**src/rtl/pipe_stage_skid.sv**
```systemverilog
// pipe_stage_skid: generic inter-stage pipeline register with a valid/ready
// handshake and a 2-entry skid buffer (main entry M drives the outputs, skid
// entry S catches the beat accepted while M is stalled).
// Optional macro PIPE_STAGE_STALL_CNT_EN enables a saturating stall counter
// on stall_cnt; without it stall_cnt is tied to zero.
module pipe_stage_skid #(
  parameter int CTRL_W             = 16,
  parameter int DATA_W             = 128,
  parameter int ZERO_DATA_ON_FLUSH = 0
) (
  input  logic              Clk,
  input  logic              Reset,
  input  logic              Flush,
  input  logic              in_valid,
  output logic              in_ready,
  input  logic [CTRL_W-1:0] in_ctrl,
  input  logic [DATA_W-1:0] in_data,
  output logic              out_valid,
  input  logic              out_ready,
  output logic [CTRL_W-1:0] out_ctrl,
  output logic [DATA_W-1:0] out_data,
  output logic [1:0]        level,
  output logic [31:0]       stall_cnt
);

  logic              m_valid_q, m_valid_d;
  logic [CTRL_W-1:0] m_ctrl_q,  m_ctrl_d;
  logic [DATA_W-1:0] m_data_q,  m_data_d;
  logic              s_valid_q, s_valid_d;
  logic [CTRL_W-1:0] s_ctrl_q,  s_ctrl_d;
  logic [DATA_W-1:0] s_data_q,  s_data_d;

  logic in_fire;
  logic out_fire;
  logic m_free;

  // Ready depends only on registered state, never on out_ready.
  assign in_ready  = !s_valid_q && !Reset;
  assign in_fire   = in_valid && in_ready;
  assign out_fire  = m_valid_q && out_ready;
  assign m_free    = !m_valid_q || out_fire;

  assign out_valid = m_valid_q;
  assign out_ctrl  = m_valid_q ? m_ctrl_q : '0;
  assign out_data  = m_data_q;
  assign level     = {1'b0, m_valid_q} + {1'b0, s_valid_q};

  // Next-state for both entries: flush squashes, otherwise M refills from S
  // first (FIFO order), then from the input; a stalled M diverts input to S.
  always_comb begin
    m_valid_d = m_valid_q;
    m_ctrl_d  = m_ctrl_q;
    m_data_d  = m_data_q;
    s_valid_d = s_valid_q;
    s_ctrl_d  = s_ctrl_q;
    s_data_d  = s_data_q;
    if (Flush) begin
      m_valid_d = 1'b0;
      s_valid_d = 1'b0;
      m_ctrl_d  = '0;
      s_ctrl_d  = '0;
      if (ZERO_DATA_ON_FLUSH != 0) begin
        m_data_d = '0;
        s_data_d = '0;
      end
    end else if (m_free) begin
      if (s_valid_q) begin
        m_valid_d = 1'b1;
        m_ctrl_d  = s_ctrl_q;
        m_data_d  = s_data_q;
        s_valid_d = 1'b0;
      end else if (in_fire) begin
        m_valid_d = 1'b1;
        m_ctrl_d  = in_ctrl;
        m_data_d  = in_data;
      end else begin
        m_valid_d = 1'b0;
      end
    end else if (in_fire) begin
      // in_fire implies S is empty, so S is never overwritten here.
      s_valid_d = 1'b1;
      s_ctrl_d  = in_ctrl;
      s_data_d  = in_data;
    end
  end

  // Entry registers with synchronous reset clearing every field.
  always_ff @(posedge Clk) begin
    if (Reset) begin
      m_valid_q <= 1'b0;
      m_ctrl_q  <= '0;
      m_data_q  <= '0;
      s_valid_q <= 1'b0;
      s_ctrl_q  <= '0;
      s_data_q  <= '0;
    end else begin
      m_valid_q <= m_valid_d;
      m_ctrl_q  <= m_ctrl_d;
      m_data_q  <= m_data_d;
      s_valid_q <= s_valid_d;
      s_ctrl_q  <= s_ctrl_d;
      s_data_q  <= s_data_d;
    end
  end

`ifdef PIPE_STAGE_STALL_CNT_EN
  logic [31:0] stall_cnt_q;

  // Count cycles where a valid output is held back; saturate, reset-only clear.
  always_ff @(posedge Clk) begin
    if (Reset) begin
      stall_cnt_q <= '0;
    end else if (m_valid_q && !out_ready && (stall_cnt_q != 32'hFFFF_FFFF)) begin
      stall_cnt_q <= stall_cnt_q + 32'd1;
    end
  end

  assign stall_cnt = stall_cnt_q;
`else
  assign stall_cnt = '0;
`endif

endmodule

```
**config.mk**
```make
export PLATFORM = sky130hd
export DESIGN_NAME = pipe_stage_skid
export DESIGN_NICKNAME = d
export VERILOG_FILES = /design/src/rtl/pipe_stage_skid.sv
export SDC_FILE = /design/constraint.sdc
export NUM_CORES = 1
export LEC_CHECK = 0
export CAP_MARGIN = 10
export CORE_MARGIN = 4
export CORE_UTILIZATION = 54
export CTS_CLUSTER_DIAMETER = 50
export DETAILED_ROUTE_END_ITERATION = 10
export GPL_TIMING_DRIVEN = 0
export PLACE_DENSITY = 0.87
export SKIP_CTS_REPAIR_TIMING = 1
export SYNTH_ARGS = -nofsm -noshare
export SYNTH_HDL_FRONTEND = slang
export SYNTH_SLANG_ARGS = --single-unit
export TNS_END_PERCENT = 10
```
**constraint.sdc**
```tcl
create_clock -name Clk -period 3.5 [get_ports Clk]
set_input_delay 0.7 -clock Clk [delete_from_list [all_inputs] [get_ports Clk]]
set_output_delay 0.7 -clock Clk [all_outputs]
set_load 0.03 [all_outputs]
```
* Word-level counts from Yosys, hierarchy flattened
Cells that the tools add are included.
** Operators by class
- Add/subtract/negate cells :: 1
- Multiplexer cells :: 7
- Bitwise logic cells :: 2
- Reduce and logical (&&, ||, !) cells :: 14
** Operators with widths (count)
- $mux W128 :: 2
- $mux W16 :: 3
- $reduce_and A3 Y1 :: 2
- $reduce_and A2 Y1 :: 2
- $logic_and A1 B1 Y1 :: 3
- $logic_not A1 Y1 :: 3
- $reduce_or A3 Y1 :: 1
- $add A1 B1 Y2 :: 1
- $mux W1 :: 2
- $not A1 Y1 :: 2
- $reduce_bool A2 Y1 :: 1
- $reduce_or A2 Y1 :: 1
- $logic_or A1 B1 Y1 :: 1
** Word-level totals
- Flip-flop bits (word level) :: 290
- Input bits :: 149
- Output and inout bits :: 180
- Word-level logic and storage cells :: 30

* Logic depth before layout (Yosys ltp)
Gate-level depths: netlist of run 1.
- Depth in word-level cells :: 5
- Gate-level depth with buffers :: 7
- Depth with buffers taken out :: 3

* Worst setup path before layout of run 1
No wires, ideal clock.
- Kind :: input to output
- From :: input Reset
- To :: output in_ready
- Arrival :: 1738 ps
- Required time :: 2800 ps
- Setup slack :: 1062 ps
- Cell stages on the path :: 5
- Buffers on the path :: 4
- Path through :: buf_2 -> buf_2 -> buf_2 -> buf_2 -> nor2_1
** Between the ends
- Word-level cells in the longest chain between the ends :: 2
** RTL lines
- start: declaration :: line 12 : input logic Reset,
- $logic_not A1 Y1 :: line 38 : assign in_ready = !s_valid_q && !Reset;
- $logic_and A1 B1 Y1 :: line 38
- end: declaration :: line 15 : output logic in_ready,
No other way between the ends.

* Final worst setup path of run 1
Same ends and word-level chain as after synthesis.

==> metrics.md, run 1 <==
| Metric | Value |
|---|---|
| Register area share after synthesis | 42.0% |
| Startpoint types | input port |
| Status | finished, final reports clean |
| Worst path arrival time | 2720 ps |
| Max Root-Sink Buffers | 3 |
| HP Class | reg2reg |
| Core Region | 25200 sq um |
| Switch Pwr | 1.91 mW |
| Unrepaired setup endpoints after global routing | false |
| Setup crit end kind | output port |
| Fin worst setup slack | 76.9 ps |
| CTS tree | done |
| Max_cap viols | 0 |
| Initial antenna violation count | 5 |
| Dominant cells by area after synthesis | dfxtp_1 42%, mux2_2 18%, nor2b_1 11% |
| Antenna viol nets, final | 0 |
| Setup tns final | 0 ps |
| Fin crit period | 3420 ps |
| Post-synth top area share | 42.0% |
| Final Skew | 11.8 ps |
| WS Path Type | in2out |
| Critical path's largest stage delay | 610 ps |
| Placed Area | 17300 sq um |
| Seq cells post-synth | 290 |
| Setup violators final | 0 |
| First-pass GRT wire length | 57.6 mm |
| Int Power | 6.03 mW |
| RePlAce Congestion | 0.845 |
| Relative max-transition margin | 58.4% |
| Req. time, crit path | 2800 ps |
| Total chip power | 7.94 mW |
| CTS buffer count | 35 |
| FFs w/ async S/R, synth | 0% |
| Leading area contributor after synthesis | dfxtp_1 |
| Final #Nets | 1852 |
| Via count | 10800 |
| Wire per inst | 17.9 um |
| Reg power frac | 42.9% |
| Drt first pass iters | 5 |
| Number of enable flip-flop cells after synthesis | 0 |
| Fraction of layout cells with a size suffix above 1 | 23.5% |
| Initial Utilization | 54.9% |
| Drt via density | 5.25 |
| Final hold violation count | 0 |
| Max-slew violation count | 0 |
| Post-route DRC | 0 |
| Iteration-0 DRC Markers | 526 |
| Worst vdd ir | 384 uV |
| Post-synthesis cell type count | 30 |
| CP max-delay cell | clkdlybuf4s50_1 |
| Count of buffers from port buffering | 296 |
| Area of the mapped netlist | 13800 sq um |
| GR Util All Layers | 24.8% |
| Gate power share | 11.3% |
| I/O Pins | 329 |
| Syn avg cell area | 10.3 sq um |
| Routed Wire Length | 36.8 mm |
| Most frequent cell after synthesis | dfxtp_1 |
| Post-Place Worst Slack | -379 ps |
| Vias in the first global route | 11000 |
| H-tree Lvls | 2 |
| CP cell instances | clkdlybuf4s50_1 -> buf_2 -> buf_6 -> buf_2 -> nor2_1 -> clkdlybuf4s50_1 |
| CTS Sinks | 290 |
| PD cells | 429 nW/um^2 |
| Sw Ratio | 24.1% |
| Die area | 28200 sq um |
| Most frequent cells after synthesis | 290 x dfxtp_1, 248 x nor2b_1, 226 x mux2_2 |
| Clk Tree Root Cell | clkbuf_16 |
| Global route total overflow | 0 |
| Final worst path period share | 97.8% |
| Max Fclk | 0.292 GHz |
| Chip Width | 168 um |
| Most used flip-flop cell after synthesis | dfxtp_1 |
| Die span in y | 168 um |
| Clock share of power | 45.9% |
| Leakage Power | 7.40 nW |
| Row count | 58 |
| Post-detail-place hpwl | 26.6 mm |
| Final instance area | 18500 sq um |
| Synthesis-to-layout area growth | 33.9% |
| Worst slew pin tran | 608 ps |
| Post-Synthesis Cells | 1339 |
| CTS clk-pin slew, worst paths | 60 ps |
| Largest net degree at the start of global routing | 14 |
| Synth warn | 0 |
| Peak fanout along the critical path | 19 |
| Worst-skew pair later-pin latency | 490 ps |
-- critical path: cells and delay by family --
family	cells	cell delay (ps)
AND/OR/NAND/NOR	1	70
buffers and inverters	5	1940
-- worst paths after layout --
kind                             start                        end  slack [ps]  cells past startpoint
min          s_data_q[24]$_SDFFE_PP0P_  s_data_q[24]$_SDFFE_PP0P_         480                      2
min reg2reg  s_data_q[24]$_SDFFE_PP0P_  s_data_q[24]$_SDFFE_PP0P_         480                      2
max                              Reset                   in_ready          80                      6
max reg2reg     out_valid$_SDFFE_PP0P_  out_data[16]$_SDFFE_PP0P_        1380                      6
-- cells by family (layout without fill, tap and decap cells) --
logic type	Yosys count	in the layout	share of synthesized area [%]
multiplexers	400	400	31.7
other	1	36	0.0271
adder cells (fa/ha/maj)	1	1	0.0905
AO/OA/AOI/OAI	67	67	3.31
flip-flops	290	290	42.0
buffers and inverters	141	498	5.41
AND/OR/NAND/NOR	439	439	17.4
-- power by group through the flow --
stage	registers (mW)	logic (mW)	clock network (mW)
floorplan	3.58	0.383	0
global placement	3.47	0.873	0
detailed placement	3.48	0.888	0
CTS	3.40	0.895	3.71
global route	3.41	0.953	3.84
finish	3.41	0.893	3.64
-- stage by stage --
step / hold WS (ps) / instances / util (%)
floorplan: 442 / 1370 / -
global placement: 453 / 1996 / 68.8
detailed placement: 467 / 1996 / 68.8
CTS: 475 / 2058 / 73.4
global route: 486 / 2060 / 73.5
finish: 476 / 2061 / 73.5
-- layer usage --
metal | routed length [um] | global-route usage [%]
met5 | 19 | 0
met4 | 1520 | 10.4
met3 | 2470 | 5.89
met2 | 17500 | 41.6
met1 | 15200 | 30.6
-- registers in the layout, indices dropped and copies added, names as in the netlist --
signal     count
out_data     128
s_valid_q      1
m_ctrl_q      16
s_data_q     128
out_valid      1
s_ctrl_q      16
-- area by class of cell --
type                       instances  area (sq um)
multi-input combinational        939          7390
fill                            1745          6680
sequential                       290          5810
timing repair buffer             296          2960
clock buffer                      50          1030
buffer                           138           742
tap                              330           413
clock inverter                    12           143
antenna                            4          10.0
inverter                           2          7.51
-- cells in the final DEF, fill, tap and decap left out, types with 2 or more instances in the layout --
cell type        synthesis  routed
inv_6                    0       2
nor2b_1                248     248
nor3_1                   2       2
buf_6                    4       5
nand3_1                 16      16
buf_2                   52      50
a21oi_1                 17      17
clkbuf_8                 0       6
mux2_2                 226     226
diode_2                  0       4
clkinv_4                 0       3
o21ai_0                 16      16
dfxtp_1                290     290
a31o_2                  15      15
mux2_4                  20      20
buf_1                    3       3
clkdlybuf4s50_1          0     296
conb_1                   1      32
and2_1                  16      16
nor2_1                 131     131
clkbuf_16                0      37
nand2b_1                22      22
clkinv_2                 0       3
buf_4                   33      33
a2111oi_0               16      16
clkbuf_1                47      54
bufinv_16                0       2
mux2i_1                154     154
(Power assumes the default switching activity.)
==> inputs of run 2 (changes only) <==
--- a/config.mk
+++ b/config.mk
@@ -16,4 +16,4 @@
 export SYNTH_ARGS = -nofsm -noshare
 export SYNTH_HDL_FRONTEND = slang
 export SYNTH_SLANG_ARGS = --single-unit
-export TNS_END_PERCENT = 10
+export TNS_END_PERCENT = 5
==> results of run 2 <==
Same layout as run 1: the final DEF is identical, and so are final timing and power.
==> inputs of run 3 (changes only) <==
--- a/config.mk
+++ b/config.mk
@@ -5,13 +5,15 @@
 export SDC_FILE = /design/constraint.sdc
 export NUM_CORES = 1
 export LEC_CHECK = 0
+export ABC_AREA = 1
 export CAP_MARGIN = 10
 export CORE_MARGIN = 4
-export CORE_UTILIZATION = 54
+export CORE_UTILIZATION = 55
 export CTS_CLUSTER_DIAMETER = 50
 export DETAILED_ROUTE_END_ITERATION = 10
+export DONT_BUFFER_PORTS = 1
 export GPL_TIMING_DRIVEN = 0
-export PLACE_DENSITY = 0.87
+export PLACE_DENSITY = 0.71
 export SKIP_CTS_REPAIR_TIMING = 1
 export SYNTH_ARGS = -nofsm -noshare
 export SYNTH_HDL_FRONTEND = slang
==> run 3 against run 2 <==
Against the previous run: routed wire length down 1.2%; hold slack worse by 160 ps; count of clock-buffer cells in the layout down 2; sequential share of layout area up 6.5 points; highest routed layer is now met4; largest power group unchanged; die area down 3.1%; critical path depth down 2; combinational power down 37%; worst setup slack better by 640 ps.
==> metrics.md, run 3 <==
| Metric | Value |
|---|---|
| Most frequent cell after synthesis | nand2_1 |
| H-tree Lvls | 2 (unchanged) |
| Final hold violation count | 0 (unchanged) |
| Register area share after synthesis | 42.6% (+0.64 points) |
| Iteration-0 DRC Markers | 873 (+66%) |
| Fraction of layout cells with a size suffix above 1 | 7.47% (-16 points) |
| Routed Wire Length | 36.4 mm (-1.2%) |
| Post-route DRC | 0 (unchanged) |
| Post-Layout Cell Count | 2615 (+27%) |
| Unrepaired setup endpoints after global routing | false |
| Req. time, crit path | 2800 ps (about the same) |
| CTS buffer count | 36 (+2.9%) |
| Most frequent cells after synthesis | 594 x nand2_1, 545 x nor2_1, 290 x dfxtp_1 |
| Leakage Power | 7.64 nW (+3.2%) |
| Wire per inst | 13.9 um (-22%) |
| Setup crit end kind | output port |
| Leading area contributor after synthesis | dfxtp_1 |
| Syn avg cell area | 6.21 sq um (-40%) |
| Relative max-transition margin | 33.0% (-25 points) |
| Max Root-Sink Buffers | 3 (unchanged) |
| Die area | 27300 sq um (-3.1%) |
| Worst vdd ir | 467 uV (+21%) |
| Post-synth top area share | 42.6% (+0.64 points) |
| Post-synthesis cell type count | 22 (-27%) |
| Dominant cells by area after synthesis | dfxtp_1 43%, nand2_1 16%, nor2_1 15% |
| PD cells | 515 nW/um^2 (+20%) |
| CTS tree | done |
| Setup violators final | 0 (unchanged) |
| Commonest non-fill, non-tap cells in the layout | 594 x nand2_1, 545 x nor2_1, 290 x dfxtp_1 |
| Core Region | 24300 sq um (-3.4%) |
| Final worst path period share | 79.6% (-18 points) |
| Worst path arrival time | 2090 ps (-630 ps) |
| Post-detail-place hpwl | 26.0 mm (-2.0%) |
| Final #Nets | 2413 (+30%) |
| WS Path Type | reg2out |
| Worst slew pin tran | 1000 ps (+396 ps) |
| Post-placement cell count | 2549 (+28%) |
| Initial Utilization | 56.0% (+1.1 points) |
| Status | finished, final reports clean |
| Synth warn | 0 (unchanged) |
| Worst-skew pair later-pin latency | 520 ps (+30 ps) |
| Post-Synthesis Cells | 2194 (+64%) |
| Count of buffers from port buffering | 0 (-100%) |
| Startpoint types | flip-flop |
| Die span in y | 165 um (-1.6%) |
| Utilization after layout | 63.1% (-10 points) |
| GR Util All Layers | 25.4% (+0.58 points) |
| Initial antenna violation count | 1 (-4) |
| Most used flip-flop cell after synthesis | dfxtp_1 |
| Number of enable flip-flop cells after synthesis | 0 (unchanged) |
| Row count | 57 (-1.7%) |
| Area of the mapped netlist | 13600 sq um (-1.5%) |
| Max Fclk | 0.359 GHz (+23%) |
| Drt via density | 4.84 (-7.8%) |
| First-pass GRT wire length | 56.6 mm (-1.8%) |
| Final Skew | 20.2 ps (+8.40 ps) |
| RePlAce Congestion | 0.845 (about the same) |
| Drt first pass iters | 5 (unchanged) |
| Peak fanout along the critical path | 10 (-9) |
| Max-slew violation count | 0 (unchanged) |
| Most common cell after layout, fill and taps aside | nand2_1 |
| CTS Sinks | 290 (unchanged) |
| Global route total overflow | 0 (unchanged) |
| Seq cells post-synth | 290 (unchanged) |
| Setup tns final | 0 ps (unchanged) |
| Via count | 12700 (+17%) |
| Clk Tree Root Cell | clkbuf_16 |
| Fin crit period | 2790 ps (-637 ps) |
| Largest net degree at the start of global routing | 14 (unchanged) |
| CTS clk-pin slew, worst paths | 50 ps (about the same) |
| Synthesis-to-layout area growth | 12.7% |
| Antenna viol nets, final | 0 (unchanged) |
| I/O Pins | 329 (unchanged) |
| Chip Width | 165 um (-1.6%) |
| Max_cap viols | 0 (unchanged) |
| HP Class | in2reg |
| Vias in the first global route | 11500 (+4.5%) |
| FFs w/ async S/R, synth | 0% (unchanged) |
## run 3: cell families (layout without fill, tap and decap cells)
family | Yosys count | after routing | share of synthesized area [%]
AND/OR/NAND/NOR | 1289 | 1289 | 37.0
AO/OA/AOI/OAI | 162 | 162 | 6.06
other | 1 | 33 | 0.0275
flip-flops | 290 | 290 | 42.6
adder cells (fa/ha/maj) | 1 | 1 | 0.0919
buffers and inverters | 451 | 516 | 14.1
## run 3: worst max-delay path, stage by stage (launching register included)
cell and delay, ps:
dfxtp_1 570, buf_2 280, clkbuf_1 360, nand2_1 120
inv_1 240
## run 3: cell type report
cell class / count / area, sq um
sequential: 290 / 5810
fill: 2429 / 8980
clock buffer: 48 / 1020
buffer: 171 / 875
clock inverter: 17 / 185
tap: 324 / 405
antenna: 1 / 2.50
multi-input combinational: 1484 / 6000
inverter: 280 / 1050
## run 3: stage by stage
step / setup WS, ps / power [mW] / hold WS (ps) / cell area [sq um]
5_1_grt: 589 / 8.19 / 313 / 15300
3_3_place_gp: 1050 / 4.23 / 450 / 14100
3_5_place_dp: 1020 / 4.24 / 453 / 14100
2_1_floorplan: 1520 / 4.11 / 440 / 13700
6_report: 714 / 7.90 / 316 / 15300
4_1_cts: 678 / 7.96 / 298 / 15300
## run 3: power breakdown
group	leakage (nW)	total, mW	switching [mW]	internal [mW]
logic	4.70	0.559	0.384	0.175
registers	2.35	3.61	0.221	3.39
clock network	0.589	3.72	1.44	2.28
total	7.64	7.90	2.05	5.85
## run 3: final timing paths
kind	start	endpoint	slack, ps	depth (start not counted)
setup / recovery	out_valid$_SDFFE_PP0P_	out_ctrl[12]	710	4
hold / removal	in_ctrl[1]	s_ctrl_q[1]$_SDFFE_PP0P_	320	2
setup reg to reg	s_valid_q$_SDFFE_PP0P_	s_data_q[119]$_SDFFE_PP0P_	1280	8
hold reg to reg	m_ctrl_q[3]$_SDFFE_PP0P_	m_ctrl_q[3]$_SDFFE_PP0P_	460	2
## run 3: per-layer routing
metal  vias to the layer above  track usage, %  wire, um
li1                       6618               -         -
met5                         -               0         0
met2                       383            41.7     16600
met1                      5590            32.0     15500
met4                         0            7.91       986
met3                        64            7.77      3320
